`src/rtl/frame_loader.sv`:
```
// Fixed-length frame loader: writes DATA_W-wide stream bytes into a NUM_BANKS ring of frame buffers.
// Each frame must end with an END1/END2 trailer. Define FRAME_CHECKSUM_EN to expect a sum byte before the trailer.
module frame_loader #(
  parameter int                DATA_W     = 8,
  parameter int                FRAME_SIZE = 784,
  parameter int                ADDR_W     = 10,
  parameter int                NUM_BANKS  = 2,
  parameter logic [DATA_W-1:0] END1       = 'h66,
  parameter logic [DATA_W-1:0] END2       = 'hBB,
  localparam int               BANK_W     = (NUM_BANKS > 1) ? $clog2(NUM_BANKS) : 1,
  localparam int               CNT_W      = $clog2(NUM_BANKS + 1)
) (
  input  logic              clk,
  input  logic              rst,
  input  logic              enable,
  input  logic [DATA_W-1:0] rx_data,
  input  logic              rx_ready,
  input  logic              bank_release,
  output logic [BANK_W-1:0] wr_bank,
  output logic [ADDR_W-1:0] wr_addr,
  output logic [DATA_W-1:0] wr_data,
  output logic              wr_en,
  output logic              frame_done,
  output logic [BANK_W-1:0] done_bank,
  output logic [CNT_W-1:0]  banks_ready,
  output logic              frame_err,
  output logic [1:0]        err_code
);

  localparam int BCNT_W = ADDR_W + 1;

  typedef enum logic [2:0] {
    S_RECV,
`ifdef FRAME_CHECKSUM_EN
    S_CHK,
`endif
    S_TRL1,
    S_TRL2,
    S_HUNT
  } state_e;

  typedef enum logic [1:0] {
    ERR_NONE     = 2'd0,
    ERR_TRAILER  = 2'd1,
    ERR_OVERRUN  = 2'd2,
    ERR_CHECKSUM = 2'd3
  } err_e;

  state_e            r_state,     w_state_nxt;
  logic [BCNT_W-1:0] r_byte_cnt,  w_cnt_nxt;
  logic [BANK_W-1:0] r_wr_bank,   w_bank_nxt;
  logic [BANK_W-1:0] r_rd_ptr,    w_rd_ptr_nxt;
  logic [CNT_W-1:0]  r_banks_ready, w_ready_nxt;
  logic              r_hunt_end1, w_hunt_nxt;
  logic [ADDR_W-1:0] r_wr_addr,   w_addr_nxt;
  logic [DATA_W-1:0] r_wr_data,   w_data_nxt;
  logic              r_wr_en,     w_wr_en_nxt;
  logic              r_frame_done, w_done_nxt;
  logic [BANK_W-1:0] r_done_bank, w_done_bank_nxt;
  logic              r_frame_err, w_err_nxt;
  err_e              r_err_code,  w_code_nxt;
  logic              w_commit;
  logic              w_release;
  logic [BANK_W-1:0] w_bank_inc;
`ifdef FRAME_CHECKSUM_EN
  logic [DATA_W-1:0] r_sum, w_sum_nxt;
`endif

  assign w_bank_inc = (r_wr_bank == BANK_W'(NUM_BANKS - 1)) ? '0 : r_wr_bank + BANK_W'(1);

  // NOTE: every signal gets a default before any branch, so no path leaves one unassigned and no latch is inferred.
  always_comb begin
    w_state_nxt     = r_state;
    w_cnt_nxt       = r_byte_cnt;
    w_bank_nxt      = r_wr_bank;
    w_hunt_nxt      = r_hunt_end1;
    w_addr_nxt      = r_wr_addr;
    w_data_nxt      = r_wr_data;
    w_wr_en_nxt     = 1'b0;
    w_done_nxt      = 1'b0;
    w_done_bank_nxt = r_done_bank;
    w_err_nxt       = 1'b0;
    w_code_nxt      = r_err_code;
    w_commit        = 1'b0;
`ifdef FRAME_CHECKSUM_EN
    w_sum_nxt       = r_sum;
`endif
    if (!enable) begin
      // Dropping enable abandons the partial frame quietly; bank bookkeeping survives.
      w_state_nxt = S_RECV;
      w_cnt_nxt   = '0;
      w_hunt_nxt  = 1'b0;
    end else if (rx_ready) begin
      unique case (r_state)
        S_RECV: begin
          if (r_byte_cnt == '0 && r_banks_ready == CNT_W'(NUM_BANKS)) begin
            w_err_nxt   = 1'b1;
            w_code_nxt  = ERR_OVERRUN;
            w_state_nxt = S_HUNT;
            w_hunt_nxt  = 1'b0;
          end else begin
            w_wr_en_nxt = 1'b1;
            w_addr_nxt  = r_byte_cnt[ADDR_W-1:0];
            w_data_nxt  = rx_data;
            w_cnt_nxt   = r_byte_cnt + BCNT_W'(1);
`ifdef FRAME_CHECKSUM_EN
            w_sum_nxt   = ((r_byte_cnt == '0) ? '0 : r_sum) + rx_data;
            if (r_byte_cnt == BCNT_W'(FRAME_SIZE - 1)) w_state_nxt = S_CHK;
`else
            if (r_byte_cnt == BCNT_W'(FRAME_SIZE - 1)) w_state_nxt = S_TRL1;
`endif
          end
        end
`ifdef FRAME_CHECKSUM_EN
        S_CHK: begin
          if (rx_data == r_sum) begin
            w_state_nxt = S_TRL1;
          end else begin
            w_err_nxt   = 1'b1;
            w_code_nxt  = ERR_CHECKSUM;
            w_state_nxt = S_HUNT;
            w_hunt_nxt  = 1'b0;
            w_cnt_nxt   = '0;
          end
        end
`endif
        S_TRL1: begin
          if (rx_data == END1) begin
            w_state_nxt = S_TRL2;
          end else begin
            w_err_nxt   = 1'b1;
            w_code_nxt  = ERR_TRAILER;
            w_state_nxt = S_HUNT;
            w_hunt_nxt  = 1'b0;
            w_cnt_nxt   = '0;
          end
        end
        S_TRL2: begin
          if (rx_data == END2) begin
            w_commit        = 1'b1;
            w_done_nxt      = 1'b1;
            w_done_bank_nxt = r_wr_bank;
            w_bank_nxt      = w_bank_inc;
            w_cnt_nxt       = '0;
            w_state_nxt     = S_RECV;
          end else begin
            w_err_nxt   = 1'b1;
            w_code_nxt  = ERR_TRAILER;
            w_state_nxt = S_HUNT;
            w_hunt_nxt  = 1'b0;
            w_cnt_nxt   = '0;
          end
        end
        S_HUNT: begin
          if (r_hunt_end1 && rx_data == END2) begin
            w_state_nxt = S_RECV;
            w_cnt_nxt   = '0;
            w_hunt_nxt  = 1'b0;
          end else begin
            w_hunt_nxt = (rx_data == END1);
          end
        end
        default: w_state_nxt = S_RECV;
      endcase
    end
  end

  // A release and a commit landing on the same edge cancel out; a release at zero is dropped.
  always_comb begin
    w_release    = bank_release && (r_banks_ready != '0);
    w_ready_nxt  = r_banks_ready;
    w_rd_ptr_nxt = r_rd_ptr;
    if (w_commit && !w_release)      w_ready_nxt = r_banks_ready + CNT_W'(1);
    else if (!w_commit && w_release) w_ready_nxt = r_banks_ready - CNT_W'(1);
    if (w_release)
      w_rd_ptr_nxt = (r_rd_ptr == BANK_W'(NUM_BANKS - 1)) ? '0 : r_rd_ptr + BANK_W'(1);
  end

  // NOTE: state registers use non-blocking assignments so every flop samples pre-edge values.
  always_ff @(posedge clk) begin
    if (rst) begin
      r_state       <= S_RECV;
      r_byte_cnt    <= '0;
      r_wr_bank     <= '0;
      r_rd_ptr      <= '0;
      r_banks_ready <= '0;
      r_hunt_end1   <= 1'b0;
      r_wr_addr     <= '0;
      r_wr_data     <= '0;
      r_wr_en       <= 1'b0;
      r_frame_done  <= 1'b0;
      r_done_bank   <= '0;
      r_frame_err   <= 1'b0;
      r_err_code    <= ERR_NONE;
`ifdef FRAME_CHECKSUM_EN
      r_sum         <= '0;
`endif
    end else begin
      r_state       <= w_state_nxt;
      r_byte_cnt    <= w_cnt_nxt;
      r_wr_bank     <= w_bank_nxt;
      r_rd_ptr      <= w_rd_ptr_nxt;
      r_banks_ready <= w_ready_nxt;
      r_hunt_end1   <= w_hunt_nxt;
      r_wr_addr     <= w_addr_nxt;
      r_wr_data     <= w_data_nxt;
      r_wr_en       <= w_wr_en_nxt;
      r_frame_done  <= w_done_nxt;
      r_done_bank   <= w_done_bank_nxt;
      r_frame_err   <= w_err_nxt;
      r_err_code    <= w_code_nxt;
`ifdef FRAME_CHECKSUM_EN
      r_sum         <= w_sum_nxt;
`endif
    end
  end

  assign wr_bank     = r_wr_bank;
  assign wr_addr     = r_wr_addr;
  assign wr_data     = r_wr_data;
  assign wr_en       = r_wr_en;
  assign frame_done  = r_frame_done;
  assign done_bank   = r_done_bank;
  assign banks_ready = r_banks_ready;
  assign frame_err   = r_frame_err;
  assign err_code    = r_err_code;

endmodule

```
`config.mk`:
```
export PLATFORM = sky130hd
export DESIGN_NAME = frame_loader
export DESIGN_NICKNAME = d
export VERILOG_FILES = /design/src/rtl/frame_loader.sv
export SDC_FILE = /design/constraint.sdc
export NUM_CORES = 1
export LEC_CHECK = 0
export ABC_AREA = 1
export BUFFER_PORTS_ARGS = -buffer_cell sky130_fd_sc_hd__buf_2
export CAP_MARGIN = 20
export CELL_PAD_IN_SITES_DETAIL_PLACEMENT = 1
export CELL_PAD_IN_SITES_GLOBAL_PLACEMENT = 1
export CORE_MARGIN = 5
export CORE_UTILIZATION = 39
export CTS_CLUSTER_SIZE = 28
export DETAILED_ROUTE_END_ITERATION = 7
export PLACE_DENSITY_LB_ADDON = 0.1
export SLEW_MARGIN = 20
export SYNTH_ARGS = -nofsm -noshare
export SYNTH_HDL_FRONTEND = slang
export SYNTH_SLANG_ARGS = --single-unit
```
`constraint.sdc`:
```
create_clock -name clk -period 2.14 [get_ports clk]
set_input_delay 0.107 -clock clk [delete_from_list [all_inputs] [get_ports clk]]
set_output_delay 0.107 -clock clk [all_outputs]
set_load 0.05 [all_outputs]
```
======== Word level (Yosys, flattened, before mapping) ========
Index checks and enable logic that the tools add are counted.
storage, ports and cells
  memories ................................ 0
  latch bits .............................. 0
  bits in registers ....................... 42
  output and inout bits ................... 27
  input bits .............................. 13
  memory bits (read-only) ................. 0
  RAM bits ................................ 0
  word-level logic and storage cells ...... 86
cells by class
  $mul .................................... 0
  eq/ne operators ......................... 13
  divide/modulo/power cells ............... 0
  reductions and logical operators ........ 22
  $lt $le $gt $ge ......................... 0
  add/subtract/negate cells ............... 4
  muxes and demuxes ....................... 31
  shift operators ......................... 0
  bitwise gates (word level) .............. 4
operator list
  operator               count
  $pmux 11 s4            1
  $mux 11                3
  $mux 1                 14
  $mux 2                 6
  $pmux 3 s4             1
  $add 11x1->11 const B  1
  $eq 11x10->1 const B   1
  $logic_not 11->1       1
  $ne 2x2->1 const B     5
  $reduce_and 5->1       2
  $mux 3                 3
  $eq 8x7->1 const B     1
  $eq 8x8->1 const B     1
  $reduce_and 4->1       2
  $eq 3x2->1 const B     2
  $pmux 2 s3             1
  $reduce_and 6->1       1
  $logic_and 1x1->1      5
  $not 1->1              4
  $pmux 1 s4             1
  $reduce_bool 2->1      2
  $reduce_bool 4->1      1
  $reduce_or 4->1        1
  $eq 3x1->1 const B     1
  other kinds (12)       13

======== Logic depth before layout (Yosys ltp) ========
Gate-level depths: netlist of the first run.
  depth after elaboration ................. 9
  mapped depth ............................ 12

======== Least setup slack after synthesis of the first run ========
Ideal clock, no wire load.
  path type ............................... register to register
  from .................................... reg r_state[0]
  to ...................................... reg r_banks_ready[1], in the netlist banks_ready[1]
  slack ................................... 0.479 ns
  stages on the path, launching flop included .. 10
  path buffers ............................ 0
  setup time .............................. 0.122 ns
  arrival time ............................ 1.539 ns
  path through ............................ dfxtp_1 -> inv_1 -> ha_1 -> nand4_1 -> inv_1 -> ha_1 -> a21oi_1 -> o21ai_0 -> o21ai_0 -> a21oi_1
between the ends
  cells in the longest elaborated chain, start to end .. 7
  elaborated cells between the ends (all ways) .. 9
  classes of those cells .................. 1 x eq/ne; 4 x mux; 4 x reduce/logical
RTL lines
  element                             RTL line  text
  start: declaration                  49        state_e r_state, w_state_nxt;
  start signal: assignment            199       r_state <= w_state_nxt;
  $eq 3x2->1 *                        94        unique case (r_state)
  $mux 1 * (2 in a row)               -
  $mux 1 *                            88        if (!enable) begin
  via w_commit                        62        logic w_commit;
  $logic_not 1->1                     174       else if (!w_commit && w_release) w_ready_nxt = r_banks_ready - CNT_W'(1);
  $logic_and 1x1->1                   174
  $reduce_bool 2->1 (no source line)  -
  end signal: assignment              203       r_banks_ready <= w_ready_nxt;
  end: declaration                    53        logic [CNT_W-1:0] r_banks_ready, w_ready_nxt;
The timed path passes the listed nets; every way through them passes the cells marked *.
A chain may end at the register's enable or synchronous reset.

======== Final worst setup path of the first run ========
Same ends and word-level chain as after synthesis.

==> results by group, run 1 <==
Worst hold path
  • Worst hold-check path type: input pin to flop

STA
  • RSZ-0062 raised after global routing: false
  • Sum Neg Setup Slack: 0 ns
  • Final setup vio count: 0
  • Worst slew margin: 78.7%
  • WHS: 0.0608 ns
  • Worst Tran Pin Value: 0.319 ns
  • FMAX: 538 MHz
  • Clock skew: 0.0103 ns
  • Final number of max-transition violations: 0
  • Crit share post-route: 86.9%
  • PnR worst setup slack: 0.280 ns
  • Final hold violations: 0
  • Final critical-path required period: 1.86 ns

Synthesis
  • Dominant cells by area after synthesis: dfxtp_1, nand2_1, a21oi_1
  • Synthesized cell area: 0.00208 mm^2
  • Mapped Cells: 288
  • Yosys reg bits: 41
  • Sequential-to-total area share from yosys stat: 39.5%
  • Top-area cell type share of the netlist area: 39.5%
  • Synth Warn #: 0
  • Area leader, netlist: dfxtp_1
  • Avg Synthesized Cell Area: 7.21 um^2
  • Synth Net Count: 309
  • Post-synth cell types: 31

Global route
  • GRT Util Overall: 16.7%
  • First-pass GRT wire length: 9430 um
  • Vias in the first global route: 1968
  • Initial antenna violation count: 0
  • Largest net degree at the start of global routing: 29
  • Overflow left after global routing: 0

Clocking
  • Clk sinks: 41
  • TritonCTS clock tree: built
  • Deepest clock path buffer count: 2
  • H-Tree Depth: 2
  • Resized Gates After CTS: 0
  • Total CTS buffers: 5
  • Post-CTS setup buffer count: 0
  • Cts hold-fix bufs: 0
  • Worst skew pair latency: 0.31 ns
  • Root Driver: clkbuf_8
  • Clock slew at reported path FFs: 0.09 ns

Route
  • WL per Instance: 13.6 um
  • Drt total wl: 5500 um
  • DRT iter0 DRCs: 108
  • Residual DRC count: 0
  • Final ANT Viol Nets: 0
  • Post-DR vias/cell: 4.87
  • Via count: 1964
  • Pre-antenna DRT Iters: 7

Floorplan
  • Starting Density: 40.4%
  • Ports: 40
  • Die Y-Extent: 83.0 um
  • Die X: 83.0 um
  • Core area: 0.00514 mm^2
  • Site Rows: 26
  • Die area: 0.00688 mm^2

Pwr
  • Tot Pwr: 1620 uW
  • Worst vdd ir: 259 uV
  • Pwr per Cell Area: 665 mW/mm^2
  • Pleak: 0.00108 uW

Final layout
  • Antenna diode count: 0
  • Ratio of cells with drive above 1 in the final layout: 20.1%
  • Layout net count: 353
  • Area Growth Syn to Fin: 17.3%

Setup path
  • Critical Path Start: r_state[0]
  • Slowest Stage Delay on Critical Path: 0.39 ns
  • Startpoint types: flop
  • Internal reg-to-reg setup slack: 0.28 ns
  • R2r startpoint: r_state[0]
  • Critical path class: flop to flop
  • CP cell instances: inv_1 -> ha_1 -> nand4_1 -> inv_1 -> ha_1 -> a21oi_1 -> o21ai_0 -> o21ai_0 -> a21oi_1
  • Worst R2R End: banks_ready[1]
  • FF-to-FF path depth: 9
  • CP Data Arrival Time: 2.06 ns
  • Worst setup path endpoint: banks_ready[1]
  • Capturing element type of the critical path: flop
  • CP max-delay cell: dfxtp_1
  • Crit path max fanout: 4
  • CP required: 2.34 ns

Status
  • Outcome: finished clean

Flow run
  • MaxCap Viol Count: 0

Place
  • Post-DP HPWL: 4270 um
  • Placement Setup Slack: 0.269 ns
  • IO Port Bufs: 39
  • GP Congestion: 0.890
per-layer routing:
metal	vias up	global-route usage, %	wire [um]
li1	1009	-	-
met1	917	21.1	2690
met2	32	27.3	2490
met3	6	4.95	232
met4	0	4.90	76
met5	-	0	0
worst min path at each step:
stage | from | end | slack [ns] | cells past startpoint
final | rx_data[4] | wr_data[4] | 0.06 | 3
after global routing | rx_data[1] | wr_data[1] | 0.06 | 3
after CTS | rx_data[4] | wr_data[4] | 0.06 | 3
after detailed placement | rx_data[6] | wr_data[6] | 0.38 | 3
after global placement | rx_data[6] | wr_data[6] | 0.38 | 3
after floorplan | rst | wr_addr[2] | 0.18 | 1
stage by stage:
stage	instances	area, um^2	util [%]
floorplan	288	2080	-
global placement	395	2350	45.6
detailed placement	395	2350	45.6
CTS	403	2440	47.4
global route	403	2440	47.4
finish	403	2440	47.4
sequential cells by signal (all words and copies together) (netlist names):
register,cells
r_byte_cnt,11
wr_addr,10
wr_data,8
banks_ready,2
err_code,2
r_state,2
done_bank,1
frame_done,1
frame_err,1
r_hunt_end1,1
wr_bank,1
wr_en,1
cell usage in the layout (no fill, tap or decap):
master and count:
nand2_4 1, nand3_2 1, nand3_1 17, ha_1 8, nand2_1 75, nand2_2 2
xnor2_1 1, nand4_2 1, clkinv_2 1, o21ai_0 12, o21ai_1 4, a21oi_1 31
nand4_1 6, dfxtp_1 41, buf_2 39, o21ai_2 1, buf_4 4, inv_6 2
inv_1 34, or2_1 2, clkinvlp_4 1, a21oi_2 3, xor2_1 6, nor3b_1 1
nor2b_1 1, clkbuf_8 5, nor2_1 26, nor2_2 2, a31oi_1 1, nand3_4 1
nor2_4 3
synth_stat cells, drive strengths merged:
master   n
nand2   78
dfxtp   41
inv     35
a21oi   34
nor2    31
nand3   19
o21ai   17
ha       8
nand4    7
xor2     6
buf      5
or2      2
a31oi    1
clkbuf   1
nor2b    1
nor3b    1
xnor2    1
critical path, delay by kind of cell (launching register included):
family	cells	cell delay, ns
fa+ha+maj	2	0.55
buf+inv	2	0.20
simple gates	1	0.18
compound gates	4	0.44
flops	1	0.39
power breakdown:
group	internal (uW)	switching, uW	total, uW	leakage, uW
Combinational	72.2	213	285	0.000706
Sequential	790	17.9	808	0.000333
Clock	232	297	529	0.0000445
cells by family after synthesis:
kind of cell	share of synthesized area (%)
DFF	39.5
buffers and inverters	8.67
and+or+nand+nor	30.7
xor gates and xnor gates	2.95
adders and majority gates	4.82
AOI/OAI and AO/OA	13.3
area by class of cell:
| type | instances | area (um^2) |
|---|---|---|
| sequential | 41 | 821 |
| clock inverter | 3 | 21.3 |
| tap | 70 | 87.6 |
| clock buffer | 5 | 68.8 |
| multi-input combinational | 206 | 1080 |
| timing repair buffer | 43 | 225 |
| inverter | 35 | 136 |
| fill | 703 | 2700 |
Power figures use the tool's default switching activity.
==> inputs of run 2 (changes only) <==
Settings changed: RECOVER_POWER from default to 100.
==> run 2 against run 1 <==
Effect of this change:
- die area unchanged
- via count increased by 0.31%
- final area decreased by 2.0%
- sequential power about the same
- power decreased by 0.75%
- non-clock buffer count unchanged
- critical path depth increased by 2
- wire length increased by 0.87%
==> results by group, run 2 (same netlist as run 1, synthesis figures left out) <==
Status
  • Outcome: finished clean

STA
  • Crit share post-route: 88.1%
  • WHS: 0.0604 ns
  • RSZ-0062 raised after global routing: false
  • Worst slew margin: 59.3%
  • Worst Tran Pin Value: 0.613 ns
  • Final critical-path required period: 1.89 ns
  • Final hold violations: 0
  • FMAX: 530 MHz
  • Sum Neg Setup Slack: 0 ns
  • Final setup vio count: 0
  • Clock skew: 0.00914 ns
  • Final number of max-transition violations: 0

Setup path
  • Critical path class: flop to flop
  • CP Data Arrival Time: 2.12 ns
  • Capturing element type of the critical path: flop
  • CP required: 2.38 ns
  • CP dominant cell by count: nand2_1
  • R2r startpoint: r_byte_cnt[0]
  • FF-to-FF path depth: 11
  • Slowest Stage Delay on Critical Path: 0.42 ns
  • Crit path max fanout: 10
  • Internal reg-to-reg setup slack: 0.25 ns
  • CP cell instances: inv_1 -> ha_1 -> nand2_1 -> inv_1 -> nand2_1 -> nor2_1 -> nand3_2 -> nand2_1 -> nor2_2 -> nand2_1 -> o21ai_1
  • Startpoint types: flop
  • Worst R2R End: r_byte_cnt[2]
  • Critical Path Start: r_byte_cnt[0]
  • CP max-delay cell: dfxtp_1

Floorplan
  • Site Rows: 26
  • Die Y-Extent: 83.0 um
  • Ports: 40
  • Starting Density: 40.4%
  • Die area: 0.00688 mm^2
  • Core area: 0.00514 mm^2
  • Die X: 83.0 um

Global route
  • Largest net degree at the start of global routing: 29
  • First-pass GRT wire length: 9430 um
  • Vias in the first global route: 1968
  • GRT Util Overall: 16.7%
  • Initial antenna violation count: 0
  • Overflow left after global routing: 0

Worst hold path
  • Hold depth: 3
  • Hold Crit Start: rx_data[4]
  • Worst hold-check path type: input pin to flop
  • Hold endpoint: wr_data[4]

Clocking
  • Resized Gates After CTS: 0
  • Clock slew at reported path FFs: 0.09 ns
  • Total CTS buffers: 5
  • Post-CTS setup buffer count: 0
  • Deepest clock path buffer count: 2
  • Worst skew pair latency: 0.30 ns
  • Clk sinks: 41
  • H-Tree Depth: 2
  • Cts hold-fix bufs: 0
  • Root Driver: clkbuf_8
  • TritonCTS clock tree: built

Route
  • Via count: 1970
  • DRT iter0 DRCs: 110
  • Post-DR vias/cell: 4.89
  • Routed wl met3: 236 um
  • Drt total wl: 5540 um
  • Post-Route M1 WL: 2730 um
  • Pre-antenna DRT Iters: 4
  • Residual DRC count: 0
  • Met2 Routed Length: 2500 um
  • Final ANT Viol Nets: 0
  • DR top layer: met4
  • WL per Instance: 13.8 um

Place
  • Area after DPL: 0.00235 mm^2
  • Post-DP HPWL: 4270 um
  • IO Port Bufs: 39
  • GP Congestion: 0.890

Final layout
  • Footprint of the multi-input gates: 0.00106 mm^2
  • Antenna diode count: 0
  • Largest register FFs: 11
  • Ratio of cells with drive above 1 in the final layout: 11.4%
  • Register Area: 821 um^2
  • Layout net count: 353
  • Post-route cell area: 0.00239 mm^2
  • Most flops, register: r_byte_cnt
  • Leading cell type in the layout, fill and taps excluded: nand2_1
  • Commonest cells after routing, fill and taps aside: nand2_1, dfxtp_1, inv_1
  • Fillers: 712
  • Area Growth Syn to Fin: 14.9%

Pwr
  • Worst vdd ir: 265 uV
  • Pleak: 0.000968 uW
  • Tot Pwr: 1610 uW
  • Pwr per Cell Area: 674 mW/mm^2

Flow run
  • MaxCap Viol Count: 0
## run 2: cell types whose count changed in the layout (fill, tap and decap cells not counted), sizes merged
cell    before  now
clkbuf       5   32
buf         43   16
## run 2: stage by stage
stage	std cells	setup WS (ns)	utilization [%]
2_1_floorplan	288	0.479	-
3_3_place_gp	395	0.348	45.6
3_5_place_dp	395	0.269	45.6
4_1_cts	403	0.252	47.4
5_1_grt	403	0.0727	46.4
6_report	403	0.254	46.4
## run 2: per-layer routing
layer  vias up  track usage, %
li1       1009               -
met1       921            21.1
met2        34            27.3
met3         6            4.95
met4         0            4.90
met5         -               0
## run 2: worst max-delay path by stage
| stage | cells after the start | endpoint | slack, ns |
|---|---|---|---|
| final | 11 | r_byte_cnt[2] | 0.25 |
| after global routing | 11 | r_byte_cnt[2] | 0.07 |
| after CTS | 9 | banks_ready[1] | 0.25 |
| after detailed placement | 9 | banks_ready[1] | 0.27 |
| after global placement | 9 | banks_ready[1] | 0.35 |
| after floorplan | 9 | banks_ready[1] | 0.48 |
## run 2: layout make-up
cell class                      instances  area share (%)
Clock buffer                            5            2.88
Clock inverter                          3           0.891
Inverter                               35            5.71
Multi-Input combinational cell        206            44.4
Sequential cell                        41            34.4
Tap cell                               70            3.67
Timing Repair Buffer                   43            8.02
## run 2: critical path, delay by kind of cell, from the launching register on
kind | cells | cell delay [ns]
AOI/OAI and AO/OA | 1 | 0.15
adders and majority gates | 1 | 0.20
buffers and inverters | 2 | 0.14
DFF | 1 | 0.42
and+or+nand+nor | 7 | 0.92
## run 2: where the power goes
part / leakage (uW) / total [uW] / internal [uW] / switching [uW]
clock network: 0.0000445 / 529 / 232 / 297
logic: 0.000591 / 272 / 63.1 / 209
registers: 0.000333 / 808 / 790 / 18.5
total: 0.000968 / 1610 / 1080 / 524
